## src/rtl/ctr_down_casc_if.sv

```systemverilog
// Underflow event channel of the cascaded down-counter.
// The counter drives the event and its sticky lost flag; the consumer
// answers with evt_ready to accept a pending event.
interface ctr_down_casc_if;
  logic evt_valid;
  logic evt_ready;
  logic evt_lost;

  modport master (
    output evt_valid,
    output evt_lost,
    input  evt_ready
  );

  modport slave (
    input  evt_valid,
    input  evt_lost,
    output evt_ready
  );
endinterface

```

## src/rtl/ctr_down_casc.sv

```systemverilog
// Cascaded down-counter/timer built from 4-bit slices joined by a borrow
// chain. An underflow (a count step taken at zero) either reloads from the
// reload register or wraps to all ones, and raises an event that the
// consumer acknowledges through a valid/ready handshake. An underflow that
// arrives while an earlier event is still unaccepted sets a sticky lost flag.
module ctr_down_casc #(
  parameter int               WIDTH          = 16,
  parameter logic [WIDTH-1:0] RELOAD_DEFAULT = '0
) (
  input  logic             clk,
  input  logic             rst,
  input  logic             clr,
  input  logic             ld,
  input  logic [WIDTH-1:0] d,
  input  logic             enp,
  input  logic             ent,
  input  logic             autoreload,
  output logic [WIDTH-1:0] q,
  output logic             bo,
  ctr_down_casc_if.master  evt
);

  localparam int SLICES = WIDTH / 4;

  logic [WIDTH-1:0] rld;
  logic [WIDTH-1:0] q_dec;
  logic             step;
  logic             uf;
  logic             chain;

  // A count step needs both enables and loses to clr and ld.
  assign step = enp & ent & ~clr & ~ld;

  // The cascade output only looks at ent and the current count, never enp.
  assign bo = ent & (q == '0);

  // Walk the borrow chain slice by slice: each slice decrements only when the
  // step is active and every slice below it is zero. Whatever borrow survives
  // past the top slice means the whole count was zero, which is the underflow.
  always_comb begin
    q_dec = q;
    chain = step;
    for (int k = 0; k < SLICES; k++) begin
      if (chain) begin
        q_dec[4*k +: 4] = q[4*k +: 4] - 4'd1;
      end
      chain = chain & (q[4*k +: 4] == 4'd0);
    end
    uf = chain;
  end

  // Count and reload register, with priority clr over ld over counting.
  always_ff @(posedge clk) begin
    if (rst) begin
      q   <= '0;
      rld <= RELOAD_DEFAULT;
    end else if (clr) begin
      q <= '0;
    end else if (ld) begin
      q   <= d;
      rld <= d;
    end else if (step) begin
      q <= (uf && autoreload) ? rld : q_dec;
    end
  end

  // Event handshake: hold until accepted, and flag an overrun as lost unless
  // the pending event is being accepted on the same edge.
  always_ff @(posedge clk) begin
    if (rst) begin
      evt.evt_valid <= 1'b0;
      evt.evt_lost  <= 1'b0;
    end else begin
      evt.evt_valid <= uf | (evt.evt_valid & ~evt.evt_ready);
      if (clr) begin
        evt.evt_lost <= 1'b0;
      end else if (uf && evt.evt_valid && !evt.evt_ready) begin
        evt.evt_lost <= 1'b1;
      end
    end
  end

endmodule
```

## src/flat_wrapper.sv

```systemverilog
// flat-port wrapper written by rule: the top's interface ports become plain ports
module ctr_down_casc_flat 
#(
  parameter int               WIDTH          = 16,
  parameter logic [WIDTH-1:0] RELOAD_DEFAULT = '0
)
  (clk, rst, clr, ld, d, enp, ent, autoreload, q, bo, evt_evt_valid, evt_evt_lost, evt_evt_ready);
  ctr_down_casc_if evt_i ();
  input  logic clk;
  input  logic rst;
  input  logic clr;
  input  logic ld;
  input  logic [WIDTH-1:0] d;
  input  logic enp;
  input  logic ent;
  input  logic autoreload;
  output logic [WIDTH-1:0] q;
  output logic bo;
  output wire logic [$bits(evt_i.evt_valid)-1:0] evt_evt_valid;
  output wire logic [$bits(evt_i.evt_lost)-1:0] evt_evt_lost;
  input wire logic [$bits(evt_i.evt_ready)-1:0] evt_evt_ready;
  assign evt_evt_valid = evt_i.evt_valid;
  assign evt_evt_lost = evt_i.evt_lost;
  assign evt_i.evt_ready = evt_evt_ready;
  ctr_down_casc #(.WIDTH(WIDTH), .RELOAD_DEFAULT(RELOAD_DEFAULT)) u_core (.clk(clk), .rst(rst), .clr(clr), .ld(ld), .d(d), .enp(enp), .ent(ent), .autoreload(autoreload), .q(q), .bo(bo), .evt(evt_i));
endmodule
```

## config.mk

```make
export PLATFORM = sky130hd
export DESIGN_NAME = ctr_down_casc_flat
export DESIGN_NICKNAME = d
export VERILOG_FILES = /design/src/rtl/ctr_down_casc_if.sv /design/src/rtl/ctr_down_casc.sv /design/src/flat_wrapper.sv
export SDC_FILE = /design/constraint.sdc
export NUM_CORES = 1
export LEC_CHECK = 0
export ABC_AREA = 1
export ABC_CLOCK_PERIOD_IN_PS = 3700
export BUFFER_PORTS_ARGS = -buffer_cell sky130_fd_sc_hd__buf_2
export CORE_UTILIZATION = 55
export DETAILED_ROUTE_END_ITERATION = 7
export GPL_TIMING_DRIVEN = 0
export PLACE_DENSITY = 0.81
export SLEW_MARGIN = 20
export SYNTH_ARGS = -nofsm -noshare
export SYNTH_HDL_FRONTEND = slang
export SYNTH_SLANG_ARGS = --single-unit
export TNS_END_PERCENT = 10
```

## constraint.sdc

```tcl
create_clock -name clk -period 3.7 [get_ports clk]
set_input_delay 0.74 -clock clk [delete_from_list [all_inputs] [get_ports clk]]
set_output_delay 0.74 -clock clk [all_outputs]
set_load 0.005 [all_outputs]
```

After elaboration in Yosys (flattened, before gate mapping)
Cells that the tools add are included.
- flip-flop bits (word level): 34
- input bits: 24
- mux-type cells: 6
- reduce and logical (&&, ||, !) cells: 18
- bitwise operators: 13
- add/subtract/negate cells: 4
- operators by type and width (kind ; count):
    16-bit two-way mux ; 3
    16-bit zero test ; 1
    4-bit zero test ; 4
    4-bit by 1-bit subtractor with 4-bit output (second input constant) ; 4
    4-bit two-way mux ; 3
    1-bit AND ; 9
    3-bit nonzero test ; 3
    2-bit AND reduction ; 4
    1-bit logical AND ; 3
    1-bit inverter ; 3
    2-bit nonzero test ; 1
    2-bit OR reduction ; 1
    1-bit zero test ; 1
    1-bit OR ; 1

Logic depth before layout (Yosys ltp)
Gate-level depths: netlist of the first run.
- depth in word-level cells: 11
- gate-level depth with buffers: 12
- depth with buffers taken out: 12

Least setup slack after synthesis of the first run
No wires, ideal clock.
- path kind: input port to flip-flop
- from: input clr
- to: register u_core.q[15]
- required time: 3.591 ns
- stages on the path: 9
- path buffers: 1
- setup time: 0.109 ns
- slack: 1.935 ns
- data arrival time: 1.656 ns
- cells stage by stage: inv_2 -> nand3_4 -> nor2_4 -> nand4_4 -> buf_6 -> a21oi_1 -> o21ai_0 -> nand2_1 -> inv_1
- longest elaborated chain between the ends: 11
- elaborated cells on any way between the ends: 15
- those cells by class: 3 x mux; 7 x bitwise; 5 x reduce/logical
- ends and longest elaborated chain (element ; RTL line ; RTL):
    from (decl) ; flat_wrapper.sv:11 ; input logic clr;
    1-bit inverter (no line) ; -- ;
    1-bit AND (2 in a row) ; ctr_down_casc.sv:32 ; assign step = enp & ent & ~clr & ~ld;
    1-bit AND (4 in a row) ; ctr_down_casc.sv:47 ; chain = chain & (q[4*k +: 4] == 4'd0);
    1-bit logical AND ; ctr_down_casc.sv:63 ; q <= (uf && autoreload) ? rld : q_dec;
    16-bit two-way mux ; ctr_down_casc.sv:63 ;
    16-bit two-way mux ; ctr_down_casc.sv:62 ; end else if (step) begin
    16-bit two-way mux ; ctr_down_casc.sv:59 ; end else if (ld) begin
    to (signal assigned) ; ctr_down_casc.sv:63 ;
    to (decl) ; ctr_down_casc.sv:18 ; output logic [WIDTH-1:0] q,
Several ways; a longest one is shown, not always the timed one. The select of a mux whose other input is x is not followed.
A chain may end at the register's enable or synchronous reset.

Worst setup path after layout of the first run
- from: register u_core.q[12]
- to: output bo
- longest elaborated chain between the ends: 2
- ends and longest elaborated chain (element ; RTL line ; RTL):
    16-bit zero test ; ctr_down_casc.sv:35 ; assign bo = ent & (q == '0);
    1-bit AND ; ctr_down_casc.sv:35 ;
    to (decl) ; flat_wrapper.sv:18 ; output logic bo;
Every way passes these cells.

==> results of run 1 <==
[kinds of logic after synthesis]
logic type               count (synthesis)  synth area share (%)
AO/OA/AOI/OAI                           61                 16.51
XOR/XNOR                                 8                 3.529
adder cells (fa/ha/maj)                  8                 5.041
buffers and inverters                   58                 12.41
flip-flops                              34                 34.28
AND/OR/NAND/NOR                        120                 28.23
[flip-flops by register name, indices dropped and copies added (netlist names)]
register / flops
u_core.evt.evt_lost: 1
u_core.evt.evt_valid: 1
u_core.q: 16
u_core.rld: 16
[worst reg2reg max path, delay by kind of cell (launching register included)]
family / cells / cell delay, ns
AO/OA/AOI/OAI: 1 / 0.16
adder cells (fa/ha/maj): 1 / 0.16
buffers and inverters: 1 / 0.12
flip-flops: 1 / 0.34
AND/OR/NAND/NOR: 6 / 1.00
[metrics by stage]
step                hold WS, ns  power, mW  worst slack [ns]  instance area [µm²]
floorplan                0.4291     0.5151             1.935                 1986
global placement         0.4378     0.5619             1.544                 2253
detailed placement       0.4460     0.5662             1.538                 2253
CTS                      0.4625     0.7859             1.282                 2313
global route             0.4878     0.8281             1.133                 2313
finish                   0.4574     0.7830             1.273                 2313
[cell usage after synthesis, types with 2 or more instances]
library cell and number:
nand2_1 57, inv_1 44, dfxtp_1 34, o21ai_0 29
nand3_1 28, a21oi_1 26, nor2_1 26, ha_1 8
inv_2 5, xor2_1 5, buf_6 3, nor2_4 3
xnor2_1 3, a21oi_2 2, buf_2 2, clkbuf_1 2
nand3_4 2, nor2_2 2
[routing by layer]
layer	GRT usage, %	routed length [µm]	up-vias
li1	-	-	1023
met1	36.68	2226	878
met2	44.98	2132	60
met3	5.590	261	11
met4	13.02	107	0
met5	0	0	-
[power by group]
group	switching, mW	internal, mW	total, mW	leakage, nW
clock	0.132	0.0920	0.224	0.0353
sequential	0.0113	0.386	0.397	0.279
combinational	0.0994	0.0630	0.162	0.833
total	0.242	0.541	0.783	1.15
[area by class of cell]
class | count | area (µm²) | area share, %
multi-input cells | 197 | 1059 | 45.75
flip-flops and latches | 34 | 680.7 | 29.42
repair buffers | 42 | 210.2 | 9.086
clock buffers | 7 | 55.05 | 2.380
clock inverters | 1 | 5.005 | 0.2163
plain buffers | 9 | 62.56 | 2.704
inverters | 49 | 183.9 | 7.950
well taps | 46 | 57.56 | 2.488
[worst max-delay path by stage]
stage	depth (start not counted)	start	to
CTS	7	u_core.q[12]$_SDFFE_PP0P_	bo
global placement	9	clr	u_core.q[5]$_SDFFE_PP0P_
floorplan	9	clr	u_core.q[15]$_SDFFE_PP0P_
detailed placement	9	clr	u_core.q[5]$_SDFFE_PP0P_
finish	7	u_core.q[12]$_SDFFE_PP0P_	bo
global route	7	u_core.q[12]$_SDFFE_PP0P_	bo
==> results.tsv, run 1 <==
metric	value	unit
status	finished clean	
Worst R2R Path Depth	9	
TritonRoute pass-1 iters	4	
Least-Margin Pin Slew	0.5513	ns
TritonCTS Buffers	5	
LEAKAGE	1.147	nW
critical path class	register to output port	
area growth from synthesis to layout	16.51	%
Seq/Total Area, Yosys	34.28	%
first-pass GRT wire length	7.686	mm
Worst-Skew Late Latency	0.35	ns
clock-pin slew on the worst setup and hold paths	0.11	ns
worst path bufs/invs	2	
Fmax	0.4121	GHz
critical path required time	2.96	ns
Placed Cells	377	
die width	62.09	µm
clock buffer depth	2	
commonest non-fill, non-tap cell in the layout	nand2_1	
DR vias/cell	5.122	
top-area cell type share of the netlist area	34.28	%
synthesized area	1986	µm²
DP HPWL	3.445	mm
RD Place Congestion	0.8506	
flop2flop setup slack	1.81	ns
Port-buffer cells	42	
Final Non-Filler Cells	385	
Hold EP	u_core.rld[14]$_SDFFE_PP0P_	
most common flop cell mapped by yosys	dfxtp_1	
Clk Tree Root Cell	clkbuf_4	
Antenna Nets Post-Route	0	
Fillers	303	
worst flop-to-flop path startpoint	u_core.q[12]$_SDFFE_PP0P_	
Iteration-0 DRC Markers	153	
Setup crit start kind	register	
CTS Hold Bufs	0	
vias in the first global route	1724	
worst-path cell chain	inv_1, ha_1, nand2_1, nor2_1, nand2_1, nor2_1, buf_2	
most frequent cells in the layout	nand2_1 (57), inv_1 (44), buf_2 (44)	
Initial Utilization	58.58	%
core area	3390	µm²
post-synth cell types	26	
Relative slew margins	63.25	%
GRT overflow	0	
EDFF count, synth	0	
CP delay by family, top	simple AND/OR/NAND/NOR gates	
ant diodes	0	
Rows	21	
HP Class	register to register	
setup TNS	0	ns
H-tree depth	2	
Final Cycle Share	65.58	%
area leader, netlist	dfxtp_1	
min Tclk post-route	2.427	ns
Overall Global Routing Usage	28.22	%
Top Ports	43	
R2R Path End	u_core.q[5]$_SDFFE_PP0P_	
CTS tree	yes	
share of flip-flops with an asynchronous set or reset	0	%
Die Ht	62.09	µm
layout cells sized above 1	21.24	%
full die area	3855	µm²
slowest CP cell	dfxtp_1	
peak supply drop	221.7	µV
skew final	0.01339	ns
DRC viols	0	
fin util	68.25	%
final setup vio count	0	
Worst Hold Depth	2	
# resized after CTS	0	
Crit Path Max Fanout	4	
hold path start	u_core.rld[14]$_SDFFE_PP0P_	
Data arrival, critical path	1.69	ns
drt total wl	4.727	mm
Final Net Count	370	
clock sinks	34	
Fin. Hold Viols	0	
via count	1972	
largest net degree at the start of global routing	11	
Synth area leaders	dfxtp_1 (34%), nand2_1 (11%), inv_1 (8.3%)	
Max Slew Vio Count	0	
CP peak stage delay	0.34	ns
wire length per cell	12.28	µm
Mean Syn Cell Area	6.871	µm²
unrepaired setup endpoints after global routing	no	
max cap viols	0	
CP Capture Type	output port	
Cells after Synth	289	
power per cell area	338.5	nW/µm²
syn nets	321	
Yosys reg bits	34	
post-CTS setup buffer count	0	
initial antenna violation count	0	
YS warnings	0	
Note: power is estimated with default switching activity, not from simulation.
==> inputs of run 2 (changes only) <==
--- a/config.mk
+++ b/config.mk
@@ -6,12 +6,12 @@
 export NUM_CORES = 1
 export LEC_CHECK = 0
 export ABC_AREA = 1
-export ABC_CLOCK_PERIOD_IN_PS = 3700
+export ABC_CLOCK_PERIOD_IN_PS = 2100
 export BUFFER_PORTS_ARGS = -buffer_cell sky130_fd_sc_hd__buf_2
-export CORE_UTILIZATION = 55
+export CORE_UTILIZATION = 49
 export DETAILED_ROUTE_END_ITERATION = 7
 export GPL_TIMING_DRIVEN = 0
-export PLACE_DENSITY = 0.81
+export PLACE_DENSITY = 0.76
 export SLEW_MARGIN = 20
 export SYNTH_ARGS = -nofsm -noshare
 export SYNTH_HDL_FRONTEND = slang
==> constraint.sdc (replaced) <==
create_clock -name clk -period 2.1 [get_ports clk]
set_input_delay 0.42 -clock clk [delete_from_list [all_inputs] [get_ports clk]]
set_output_delay 0.42 -clock clk [all_outputs]
set_load 0.005 [all_outputs]
==> run 2 against run 1 <==
Highest routed layer unchanged. Clock-buffer cell count fell by 1. Clock power up 110%. Sequential cell count unchanged. Critical path depth unchanged. Sequential share of layout area down 0.31 points. Total power grew 87%. Cell count unchanged. Largest power group unchanged. Non-clock buffer count unchanged. Largest cell class unchanged. Worst hold slack lost 0.13 ns. Clock skew fell by 0.010 ns.
==> results.tsv, run 2 (synthesized netlist as in run 1, its figures left out) <==
metric	value	unit
DRC viols	0	
wire length per cell	11.81	µm
most frequent cells in the layout	nand2_1 (57), inv_1 (44), buf_2 (44)	
post-CTS setup buffer count	0	
critical path class	register to output port	
met1 usage in global routing	30.67	%
H-tree depth	2	
Die Ht	65.66	µm
drt total wl	4.547	mm
busiest grt layer	met2	
# resized after CTS	0	
met2 Use GR	38.78	%
Port-buffer cells	42	
CTS Hold Bufs	0	
Setup WS pre-CTS	0.2464	ns
Fin. Hold Viols	0	
area growth from synthesis to layout	17.77	%
Worst Hold Slack	0.3289	ns
clock buffer depth	2	
Least-Margin Pin Slew	0.5235	ns
core area	3771	µm²
CP Capture Type	output port	
critical path required time	1.68	ns
Clk Tree Root Cell	clkbuf_8	
Crit Path Max Fanout	4	
clock sinks	34	
min Tclk post-route	1.953	ns
HP Class	primary input to register	
top flop regs	u_core.q x16, u_core.rld x16	
Fmax	0.5120	GHz
Worst-Skew Late Latency	0.29	ns
vias in the first global route	1787	
Max Slew Vio Count	0	
final setup vio count	0	
full die area	4311	µm²
peak supply drop	478.4	µV
ant diodes	0	
Worst Hold Depth	2	
RD Place Congestion	0.8402	
Antenna Nets Post-Route	0	
largest net degree at the start of global routing	11	
max cap viols	0	
Overall Global Routing Usage	23.91	%
slowest CP cell	dfxtp_1	
Final Net Count	370	
Final WS setup	0.1468	ns
Relative slew margins	65.10	%
Rows	22	
clock-pin slew on the worst setup and hold paths	0.07	ns
TritonCTS Buffers	5	
Top Ports	43	
worst-path cell chain	inv_1, ha_1, nand2_1, nor2_1, nand2_1, nor2_1, buf_2	
Worst R2R Path Depth	11	
via count	1887	
commonest non-fill, non-tap cell in the layout	nand2_1	
setup TNS	0	ns
DP HPWL	3.396	mm
M3 GR Usage	4.167	%
unrepaired setup endpoints after global routing	no	
DR vias/cell	4.901	
skew final	0.003009	ns
GRT overflow	0	
Iteration-0 DRC Markers	57	
LEAKAGE	1.155	nW
layout cells sized above 1	21.07	%
Setup crit start kind	register	
Final Cycle Share	93.01	%
TritonRoute pass-1 iters	4	
CP peak stage delay	0.33	ns
Data arrival, critical path	1.53	ns
initial antenna violation count	0	
first-pass GRT wire length	7.783	mm
Initial Utilization	52.65	%
die width	65.66	µm
status	finished clean	
CTS tree	yes	
power per cell area	625.4	nW/µm²
==> run 2: cell types whose count changed in the layout (fill, tap and decap cells not counted), sizes merged <==
cell,delta
clkinv,-1
clkbuf,-1
==> run 2: layout make-up <==
class | instances | area, µm²
fill | 379 | 1433
multi-input combinational | 197 | 1059
tap | 48 | 60.06
inverter | 49 | 183.9
clock buffer | 6 | 82.58
timing repair buffer | 42 | 210.2
sequential | 34 | 680.7
buffer | 9 | 62.56
==> run 2: worst paths after layout <==
kind                                  to  slack (ns)                         from
min reg2reg  u_core.rld[14]$_SDFFE_PP0P_        0.45  u_core.rld[14]$_SDFFE_PP0P_
max reg2reg    u_core.q[10]$_SDFFE_PP0P_        0.22     u_core.q[4]$_SDFFE_PP0P_
min          u_core.rld[15]$_SDFFE_PP0P_        0.33                          rst
max                                   bo        0.15    u_core.q[12]$_SDFFE_PP0P_
==> run 2: worst max-delay path, delay by kind of cell, from the launching register on <==
family	cells	cell delay [ns]
buffers and inverters	2	0.24
and+or+nand+nor	4	0.51
DFF	1	0.33
adders and majority gates	1	0.16
==> run 2: stage by stage <==
step / area (µm²) / total power [mW] / util [%] / cells
finish: 2338 / 1.462 / 62.01 / 385
floorplan: 1986 / 0.9075 / - / 289
global route: 2338 / 1.541 / 62.01 / 385
detailed placement: 2256 / 0.9956 / 59.82 / 379
global placement: 2256 / 0.9903 / 59.82 / 379
CTS: 2338 / 1.475 / 62.01 / 385
==> run 2: report_power, final <==
part	switching (mW)	leakage, nW	internal [mW]
Clock	0.227	0.0431	0.252
Sequential	0.0189	0.279	0.680
Combinational	0.173	0.833	0.111
==> run 2: per-layer routing <==
metal  up-vias  part of all wire [%]
met2        55                    45
li1       1011                     -
met3         5                   5.2
met5         -                     0
met1       816                    48
met4         0                   1.1
